--- config.mk ---
export PLATFORM = sky130hd
export DESIGN_NAME = id_stage_reg
export DESIGN_NICKNAME = d
export VERILOG_FILES = /design/src/rtl/id_stage_reg.sv
export SDC_FILE = /design/constraint.sdc
export NUM_CORES = 1
export LEC_CHECK = 0
export BUFFER_PORTS_ARGS = -buffer_cell sky130_fd_sc_hd__buf_2
export CORE_ASPECT_RATIO = 0.8
export CORE_UTILIZATION = 46
export CTS_CLUSTER_DIAMETER = 100
export DETAILED_ROUTE_END_ITERATION = 10
export PLACE_DENSITY = 0.8
export SYNTH_ARGS = -nofsm -noshare
export SYNTH_HDL_FRONTEND = slang
export SYNTH_SLANG_ARGS = --single-unit
--- constraint.sdc ---
create_clock -name clk -period 7.7 [get_ports clk]
set_clock_uncertainty 0.15 [all_clocks]
set_input_delay 1.925 -clock clk [delete_from_list [all_inputs] [get_ports clk]]
set_output_delay 1.925 -clock clk [all_outputs]
set_load 0.02 [all_outputs]
--- src/rtl/id_stage_reg.sv ---
// -----------------------------------------------------------------------------
// id_stage_reg
//
// Pipeline register between instruction decode (ID) and execute (EX) of the
// 5-stage ARM core. Each cycle it captures the decoded control bits, operand
// values, register indices, immediates, the current carry flag and a valid bit.
//
// Per rising edge, highest priority first:
//   flush  : load an all-zero bubble (taken branch in EX kills this slot)
//   freeze : hold every field, including carry_out and valid_out (memory stall)
//   load   : take every *_in, carry_out <= status_register[1], valid_out <= valid_in
//
// Ports
//   clk, rst                    clock, asynchronous active-high reset
//   freeze, flush               stall / squash controls
//   valid_in                    ID slot holds a real instruction
//   wb_en_in .. sr_update_in    decoded control bits
//   ex_command_in               ALU command (4 bits)
//   status_register             current flags {N,Z,C,V}; only C is captured
//   pc_in, val_rn_in, val_rm_in WORD_WIDTH datapath values
//   src1_in, src2_in, dst_in    register indices
//   signed_imm_in               branch offset (no sign extension here)
//   shifter_operand_in          operand-2 field
//   *_out                       registered copies; carry_out, valid_out
// -----------------------------------------------------------------------------
module id_stage_reg #(
    parameter int WORD_WIDTH     = 32,
    parameter int REG_ADDR_WIDTH = 4,
    parameter int IMM_WIDTH      = 24,
    parameter int SHIFTER_WIDTH  = 12
) (
    input  logic                      clk,
    input  logic                      rst,
    input  logic                      freeze,
    input  logic                      flush,
    input  logic                      valid_in,
    input  logic                      wb_en_in,
    input  logic                      mem_read_in,
    input  logic                      mem_write_in,
    input  logic                      imm_in,
    input  logic                      b_in,
    input  logic                      sr_update_in,
    input  logic [3:0]                ex_command_in,
    input  logic [3:0]                status_register,
    input  logic [WORD_WIDTH-1:0]     pc_in,
    input  logic [WORD_WIDTH-1:0]     val_rn_in,
    input  logic [WORD_WIDTH-1:0]     val_rm_in,
    input  logic [REG_ADDR_WIDTH-1:0] src1_in,
    input  logic [REG_ADDR_WIDTH-1:0] src2_in,
    input  logic [REG_ADDR_WIDTH-1:0] dst_in,
    input  logic [IMM_WIDTH-1:0]      signed_imm_in,
    input  logic [SHIFTER_WIDTH-1:0]  shifter_operand_in,
    output logic                      wb_en_out,
    output logic                      mem_read_out,
    output logic                      mem_write_out,
    output logic                      imm_out,
    output logic                      b_out,
    output logic                      sr_update_out,
    output logic [3:0]                ex_command_out,
    output logic [WORD_WIDTH-1:0]     pc_out,
    output logic [WORD_WIDTH-1:0]     val_rn_out,
    output logic [WORD_WIDTH-1:0]     val_rm_out,
    output logic [REG_ADDR_WIDTH-1:0] src1_out,
    output logic [REG_ADDR_WIDTH-1:0] src2_out,
    output logic [REG_ADDR_WIDTH-1:0] dst_out,
    output logic [IMM_WIDTH-1:0]      signed_imm_out,
    output logic [SHIFTER_WIDTH-1:0]  shifter_operand_out,
    output logic                      carry_out,
    output logic                      valid_out
);

    // All fields travel as one flat bundle so that flush/freeze/load apply to
    // every bit identically. Field order is fixed by the pack/unpack below.
    localparam int BUNDLE_W = 6 + 4 + 3 * WORD_WIDTH + 3 * REG_ADDR_WIDTH
                            + IMM_WIDTH + SHIFTER_WIDTH + 2;

    logic [BUNDLE_W-1:0] bundle_in;
    logic [BUNDLE_W-1:0] bundle_reg;
    logic [BUNDLE_W-1:0] bundle_next;

    assign bundle_in = {
        wb_en_in, mem_read_in, mem_write_in, imm_in, b_in, sr_update_in,
        ex_command_in,
        pc_in, val_rn_in, val_rm_in,
        src1_in, src2_in, dst_in,
        signed_imm_in, shifter_operand_in,
        status_register[1],   // carry flag for the instruction entering EX
        valid_in
    };

    // Only the C flag is captured; the other flags are consumed elsewhere.
    logic unused_flags;
    assign unused_flags = ^{status_register[3:2], status_register[0]};

    // flush beats freeze so the instruction behind a taken branch dies even
    // while the pipeline is stalled.
    always_comb begin
        bundle_next = bundle_reg;
        if (flush) begin
            bundle_next = '0;
        end else if (!freeze) begin
            bundle_next = bundle_in;
        end
    end

    always_ff @(posedge clk or posedge rst) begin
        if (rst) begin
            bundle_reg <= '0;
        end else begin
            bundle_reg <= bundle_next;
        end
    end

    assign {
        wb_en_out, mem_read_out, mem_write_out, imm_out, b_out, sr_update_out,
        ex_command_out,
        pc_out, val_rn_out, val_rm_out,
        src1_out, src2_out, dst_out,
        signed_imm_out, shifter_operand_out,
        carry_out,
        valid_out
    } = bundle_reg;

endmodule

* After elaboration in Yosys (flattened, before gate mapping)
Index checks and enable logic that the tools add are counted.
** Cells by class
- Equality and inequality tests :: 1
- Multiplexer cells :: 2
** Operators with widths (number)
- 156-bit two-way mux :: 2
- 2-bit by 1-bit != test with 1-bit output, second input constant :: 1
** Storage, ports and cells
- Bits of input ports :: 163
- Output and inout bits :: 156
- Register bits after elaboration :: 156

* Depth between registers and ports, before layout
Gate-level depths: netlist of the first run.
- Word-level depth :: 2
- Gate-level depth with buffers :: 5
- Gate-level depth less buffers :: 2

* Worst setup path after synthesis of the first run
Ideal clock, no wire load.
- Path kind :: input to register
- Start point :: in freeze
- End point :: reg bundle_reg[0]
- Slack :: 4.854 ns
- Path buffers :: 3
- Arrival :: 2.564 ns
- Library setup time :: 0.132 ns
- Stages :: 5
- Cell sequence :: buf_4 -> buf_12 -> buf_12 -> mux2i_1 -> nor2_1
** On the way
- Word-level cells in the longest chain between the ends :: 1
** RTL lines
- from (decl) :: line 34 : input logic freeze,
- 2-bit by 1-bit != test with 1-bit output (no source line)
- to (signal assigned) :: line 110 : bundle_reg <= bundle_next;
- to (decl) :: line 78 : logic [BUNDLE_W-1:0] bundle_reg;
No other way between the ends.
A chain may end at the register's enable or synchronous reset.

* Worst setup path in the final report of the first run
- Start point :: in freeze
- End point :: reg bundle_reg[13]
Same word-level chain as after synthesis.

==> flow_metrics.py, run 1 <==
metrics = {
    "place": {
        "dp_hpwl_um": 10700,
        "numPortBuffers": 315,
        "place_ws_ns": 3.71,
        "place.gp.congestion": 0.783,
        "dpl.cell_count": 968,
    },
    "synthesis": {
        "async_flop_share": 1.00,
        "yosysTopAreaCellShare": 0.605,
        "synthFlopType": "dfrtp_1",
        "synth_compound_area_frac": 0,
        "synthAdderAreaFrac": 0,
        "synthMuxAreaShare": 0.242,
        "synth_nets": 667,
        "netlist_top_cells_count": "156 x dfrtp_1, 156 x mux2i_1, 156 x nor2_1",
        "ys_seq_area_frac": 0.605,
        "netlist_instances": 504,
        "synth_xor_area_frac": 0,
        "synth_top_family_by_area": "multiplexers",
        "synthTopCellsByArea": "dfrtp_1 60%, mux2i_1 24%, nor2_1 9.1%",
        "synth_edf_count": 0,
        "ys_ff_latch": 156,
        "netlist_area_um2": 6450,
        "synth_area_per_cell_um2": 12.8,
        "synth.distinct_cells": 9,
        "synth-simple-area-share": 0.0907,
        "synth_area_leader_cell": "dfrtp_1",
        "ys_warn_count": 0,
    },
    "outcome": {
        "status": "finished, final reports clean",
    },
    "clocking": {
        "cts-htree-levels": 4,
        "cts_sinks": 156,
        "clk_latency_ns": 0.41,
        "cts_root_buf": "clkbuf_16",
        "cts_hold_buf": 0,
        "cts_tree": "built",
        "clkTransAtPathRegs_ns": 0.06,
        "cts_resized": 0,
        "clockBufferDepth": 2,
        "numCtsBuffers": 17,
        "post-cts-setup-buffer-count": 0,
    },
    "setup_path": {
        "slowest_stage": "buf_4",
        "cp.depth": 4,
        "path_buf_inv": 2,
        "crit_type": "primary input to flop",
        "critPathTopFamily": "buffers and inverters",
        "r2r_cells": 2,
        "path_max_fanout": 59,
        "worst_ep_required_time_ns": 7.80,
        "cp-startpoint": "freeze",
        "r2r-start": "bundle_reg[64]",
        "cpPeakStageDelay_ns": 0.81,
        "crit_arrival_ns": 3.67,
        "path_cells": "clkbuf_8 -> buf_4 -> mux2i_1 -> nor2_1",
        "worstSetupStartpointType": "primary input",
        "cp-end-kind": "flop",
    },
    "sta": {
        "rsz0062_at_grt": "no",
        "hold_viol": 0,
        "tightestPinTransition_ns": 0.965,
        "fin_crit_ns": 3.57,
        "max-slew-margin-rel": 0.357,
        "fin_ws_ns": 4.13,
        "maxSlewViolCount": 0,
        "max_freq_mhz": 280,
        "setup_violations": 0,
        "whs_ns": 0.368,
        "fin_setup_tns_ns": 0,
        "fin_crit_sh": 0.464,
    },
    "worst_hold_path": {
        "min_path_cells": 2,
        "hp-class": "flop to flop",
        "min-delay-start": "bundle_reg[122]",
    },
    "finish": {
        "n_fill_cell": 1112,
        "num-nets-final": 970,
        "layout-drive-gt1-share": 0.429,
        "syn_to_final_growth_pct": 32.1,
        "final_cells": 1001,
        "largest_reg_flops": 156,
    },
    "routing": {
        "wl_per_cell_um": 15.2,
        "first_pass_iters": 4,
        "vias": 4780,
        "drtAntennaViolNets": 0,
        "drt-total-wl_um": 15200,
        "drc": 0,
        "drt_iter0_markers": 166,
        "viasPerCell": 4.78,
    },
    "floorplanning": {
        "die_w_um": 134,
        "core-area_um2": 13600,
        "start_util": 0.473,
        "die-area_um2": 14500,
        "fp-row-count": 38,
        "die_h_um": 108,
        "ios": 319,
    },
    "pwr": {
        "ir_drop_mv": 0.154,
        "p_total_w": 0.00203,
        "power_leakage_nw": 5.01,
        "pwr_density_cell_nw_per_um2": 238,
    },
    "global_routing": {
        "grt_max_degree": 93,
        "gr-total-overflow": 0,
        "antenna_found_initial": 1,
        "first_global_vias": 4743,
        "track_usage": 0.216,
        "grt_pass1_wl_um": 23900,
    },
    "run": {
        "drv_cap": 0,
    },
}
worst register-to-register path: stages (launching register included):
cell and delay [ns]:
dfrtp_1 0.38, mux2i_1 0.16, nor2_1 0.07
metal layers:
layer  part of all wire  up-vias  wire length, um  GRT usage
met1               0.40     2290             6070      0.246
met5                  0        -                0          0
li1                   -     2272                -          -
met4              0.020        0              297     0.0891
met3              0.080       26             1220     0.0741
met2               0.50      192             7590      0.374
report_power, final:
| part | switching [W] | internal (W) | leakage, nW |
|---|---|---|---|
| Clock | 0.000337 | 0.000524 | 0.290 |
| Sequential | 0.0000236 | 0.000866 | 2.07 |
| Combinational | 0.000167 | 0.000110 | 2.65 |
cell families (layout without fill, tap and decap cells):
group | after synthesis | after routing
simple gates | 156 | 156
mux | 156 | 156
buf+inv | 36 | 352
other cells | 0 | 1
flops | 156 | 156
metrics by stage:
| stage | cell area (um^2) | utilization |
|---|---|---|
| 2_1_floorplan | 6450 | - |
| 3_3_place_gp | 7900 | 0.579 |
| 3_5_place_dp | 7900 | 0.579 |
| 4_1_cts | 8520 | 0.625 |
| 5_1_grt | 8530 | 0.625 |
| 6_report | 8530 | 0.625 |
final timing paths:
path	end	slack [ns]
max in group asynchronous	bundle_reg[24]	4.46
min in group asynchronous	bundle_reg[150]	1.49
min	bundle_reg[122]	0.37
min reg2reg	bundle_reg[122]	0.37
max reg2reg	bundle_reg[64]	6.78
max	bundle_reg[13]	4.13
layout by cell type (no fill, tap or decap):
master	instances
dfrtp_1	156
mux2i_1	156
clkbuf_16	17
clkbuf_8	2
buf_2	313
inv_6	5
bufinv_16	3
diode_2	1
buf_4	5
clkinv_4	3
nor2_1	156
clkinvlp_4	4
final cells by class:
| class | count | area [um^2] | area share |
|---|---|---|---|
| inverters | 1 | 8.76 | 0.00103 |
| clock inverters | 14 | 181 | 0.0213 |
| well taps | 180 | 225 | 0.0264 |
| multi-input cells | 312 | 2150 | 0.252 |
| clock buffers | 18 | 439 | 0.0515 |
| repair buffers | 319 | 1620 | 0.190 |
| flip-flops and latches | 156 | 3900 | 0.458 |
| diodes | 1 | 2.50 | 0.000294 |
(Power assumes the default switching activity.)
==> run 2, diff against run 1 <==
==> config.mk (replaced) <==
export PLATFORM = sky130hd
export DESIGN_NAME = id_stage_reg
export DESIGN_NICKNAME = d
export VERILOG_FILES = /design/src/rtl/id_stage_reg.sv
export SDC_FILE = /design/constraint.sdc
export NUM_CORES = 1
export LEC_CHECK = 0
export ABC_AREA = 1
export BUFFER_PORTS_ARGS = -buffer_cell sky130_fd_sc_hd__buf_2
export CORE_AREA = 2 2 124 126
export CTS_CLUSTER_DIAMETER = 100
export DETAILED_ROUTE_END_ITERATION = 10
export DIE_AREA = 0 0 126 128
export PLACE_DENSITY = 0.74
export SYNTH_ARGS = -nofsm -noshare
export SYNTH_HDL_FRONTEND = slang
export SYNTH_SLANG_ARGS = --single-unit
==> constraint.sdc (replaced) <==
create_clock -name clk -period 3.56 [get_ports clk]
set_clock_uncertainty 0.15 [all_clocks]
set_input_delay 0.89 -clock clk [delete_from_list [all_inputs] [get_ports clk]]
set_output_delay 0.89 -clock clk [all_outputs]
set_load 0.02 [all_outputs]
==> flow_metrics.py, run 2 <==
metrics = {
    "setup_path": {
        "worstSetupStartpointType": "flop",
        "path_max_fanout": 2,
        "crit_arrival_ns": 0.99,
        "cpPeakStageDelay_ns": 0.40,
        "slowest_stage": "dfrtp_1",
        "critPathTopFamily": "flip-flops",
        "path_buf_inv": 1,
        "crit_type": "flop to output port",
        "path_cells": "buf_2",
        "worst_ep_required_time_ns": 2.52,
        "cp-end-kind": "output port",
    },
    "global_routing": {
        "antenna_found_initial": 1,
        "track_usage": 0.210,
        "first_global_vias": 5245,
        "grt_pass1_wl_um": 27100,
        "gr-total-overflow": 0,
        "grt_max_degree": 157,
    },
    "finish": {
        "final_cell_mix": "314 x buf_2, 312 x nand2_1, 156 x nand3_1, 156 x dfrtp_1, 17 x clkbuf_16",
        "n_fill_cell": 1385,
        "layout-drive-gt1-share": 0.365,
        "seq_area_um2": 3900,
        "n_antenna_cell": 0,
        "final_cells": 1172,
        "num-nets-final": 1134,
        "final_common_cell": "buf_2",
        "syn_to_final_growth_pct": 38.0,
        "multi_input_area_um2": 1960,
        "largest_reg_flops": 156,
    },
    "synthesis": {
        "synth_nets": 841,
        "synthFlopType": "dfrtp_1",
        "synthTopCellsByArea": "dfrtp_1 64%, nand2_1 19%, nand3_1 13%",
        "synth_compound_area_frac": 0,
        "netlist_area_um2": 6130,
        "synth_edf_count": 0,
        "synthAdderAreaFrac": 0,
        "synth_xor_area_frac": 0,
        "netlist_instances": 678,
        "synth-simple-area-share": 0.319,
        "synth_area_per_cell_um2": 9.04,
        "synth_area_leader_cell": "dfrtp_1",
        "yosysMostFrequentCell": "nand2_1",
        "yosysTopAreaCellShare": 0.637,
        "ys_ff_latch": 156,
        "netlist_top_cells_count": "312 x nand2_1, 156 x dfrtp_1, 156 x nand3_1",
        "synth_top_family_by_area": "simple AND/OR/NAND/NOR gates",
        "synthMuxAreaShare": 0,
        "ys_warn_count": 0,
        "async_flop_share": 1.00,
        "ys_seq_area_frac": 0.637,
        "synth.distinct_cells": 8,
    },
    "worst_hold_path": {
        "hp-class": "flop to flop",
    },
    "sta": {
        "hold_viol": 0,
        "fin_crit_ns": 2.03,
        "maxSlewViolCount": 0,
        "fin_setup_tns_ns": 0,
        "setup_violations": 0,
        "max_freq_mhz": 493,
        "whs_ns": 0.347,
        "fin_crit_sh": 0.570,
        "rsz0062_at_grt": "no",
        "tightestPinTransition_ns": 0.801,
        "max-slew-margin-rel": 0.466,
    },
    "clocking": {
        "cts_hold_buf": 0,
        "cts_resized": 0,
        "clkTransAtPathRegs_ns": 0.06,
        "clk_latency_ns": 0.41,
        "numCtsBuffers": 17,
        "cts_root_buf": "clkbuf_16",
        "cts_sinks": 156,
        "cts_tree": "built",
        "cts-htree-levels": 4,
        "post-cts-setup-buffer-count": 0,
        "clockBufferDepth": 2,
    },
    "routing": {
        "drtAntennaViolNets": 0,
        "drc": 0,
        "viasPerCell": 4.83,
        "first_pass_iters": 5,
        "wl_per_cell_um": 14.8,
        "vias": 5662,
        "drt_iter0_markers": 395,
        "drt-total-wl_um": 17400,
    },
    "pwr": {
        "p_sw_w": 0.00115,
        "swShare": 0.264,
        "ir_drop_mv": 0.299,
        "share_comb_of_total_power": 0.128,
        "p_int_w": 0.00321,
        "p_seq_frac": 0.441,
        "power_leakage_nw": 5.15,
        "clkPwrFrac": 0.431,
        "pwr_density_cell_nw_per_um2": 515,
    },
    "outcome": {
        "status": "finished, final reports clean",
    },
    "floorplanning": {
        "die_w_um": 126,
        "start_util": 0.413,
        "ios": 319,
        "fp-row-count": 45,
        "die_h_um": 128,
        "die-area_um2": 16100,
        "core-area_um2": 14900,
    },
    "place": {
        "dp_hpwl_um": 11800,
        "place.gp.congestion": 0.823,
        "dpl.cell_count": 1140,
        "numPortBuffers": 315,
    },
    "run": {
        "drv_cap": 0,
    },
}
## run 2: cell count changes after synthesis
cell,delta
nand2_1,+312
buf_4,+2
buf_8,-1
nand3_1,+156
clkbuf_1,-10
nor2_1,-156
nor2_2,+1
mux2i_1,-156
inv_1,+1
buf_12,-15
buf_2,+40
## run 2: worst register-to-register path: stages (launching register included)
cell,delay [ns]
dfrtp_1,0.40
nand3_1,0.09
nand2_1,0.09
## run 2: path summary, 6_finish.rpt
check                           startpoint           endpoint  slack, ns  cells past startpoint
max                         bundle_reg[18]  signed_imm_out[4]       1.53                      1
min                        bundle_reg[144]    bundle_reg[144]       0.35                      2
max reg2reg                 bundle_reg[13]     bundle_reg[13]       2.72                      2
min reg2reg                bundle_reg[144]    bundle_reg[144]       0.35                      2
max in group asynchronous              rst     bundle_reg[35]       2.20                      3
min in group asynchronous              rst     bundle_reg[90]       0.38                      2
## run 2: per-stage QoR
step / total power (W) / util / area (um^2) / setup slack, ns
floorplan: 0.00226 / - / 6140 / 0.547
CTS: 0.00441 / 0.569 / 8460 / 1.52
detailed placement: 0.00251 / 0.528 / 7850 / 1.31
finish: 0.00436 / 0.569 / 8460 / 1.53
global route: 0.00454 / 0.569 / 8460 / 1.51
global placement: 0.00251 / 0.528 / 7850 / 1.32
## run 2: layer usage
layer | routed length (um) | GRT usage | share of wire | up-vias
li1 | - | - | - | 2745
met1 | 7350 | 0.283 | 0.42 | 2675
met2 | 8620 | 0.337 | 0.50 | 217
met3 | 1050 | 0.0492 | 0.060 | 25
met4 | 340 | 0.0743 | 0.020 | 0
met5 | 0 | 0 | 0 | -
## run 2: logic make-up after synthesis
kind of cell | after synthesis
simple gates | 469
flops | 156
buf+inv | 53
## run 2: area by class of cell
type	instances	area share
inverter	2	0.00163
timing repair buffer	325	0.204
clock inverter	12	0.0191
clock buffer	20	0.0540
multi-input combinational	469	0.232
sequential	156	0.461
tap	188	0.0278
## run 2: power groups by stage
stage          Combinational, W  Sequential, W  Clock, W
2_1_floorplan          0.000183        0.00208         0
3_3_place_gp           0.000557        0.00195         0
3_5_place_dp           0.000563        0.00195         0
4_1_cts                0.000564        0.00192   0.00192
5_1_grt                0.000609        0.00193   0.00199
6_report               0.000558        0.00192   0.00188
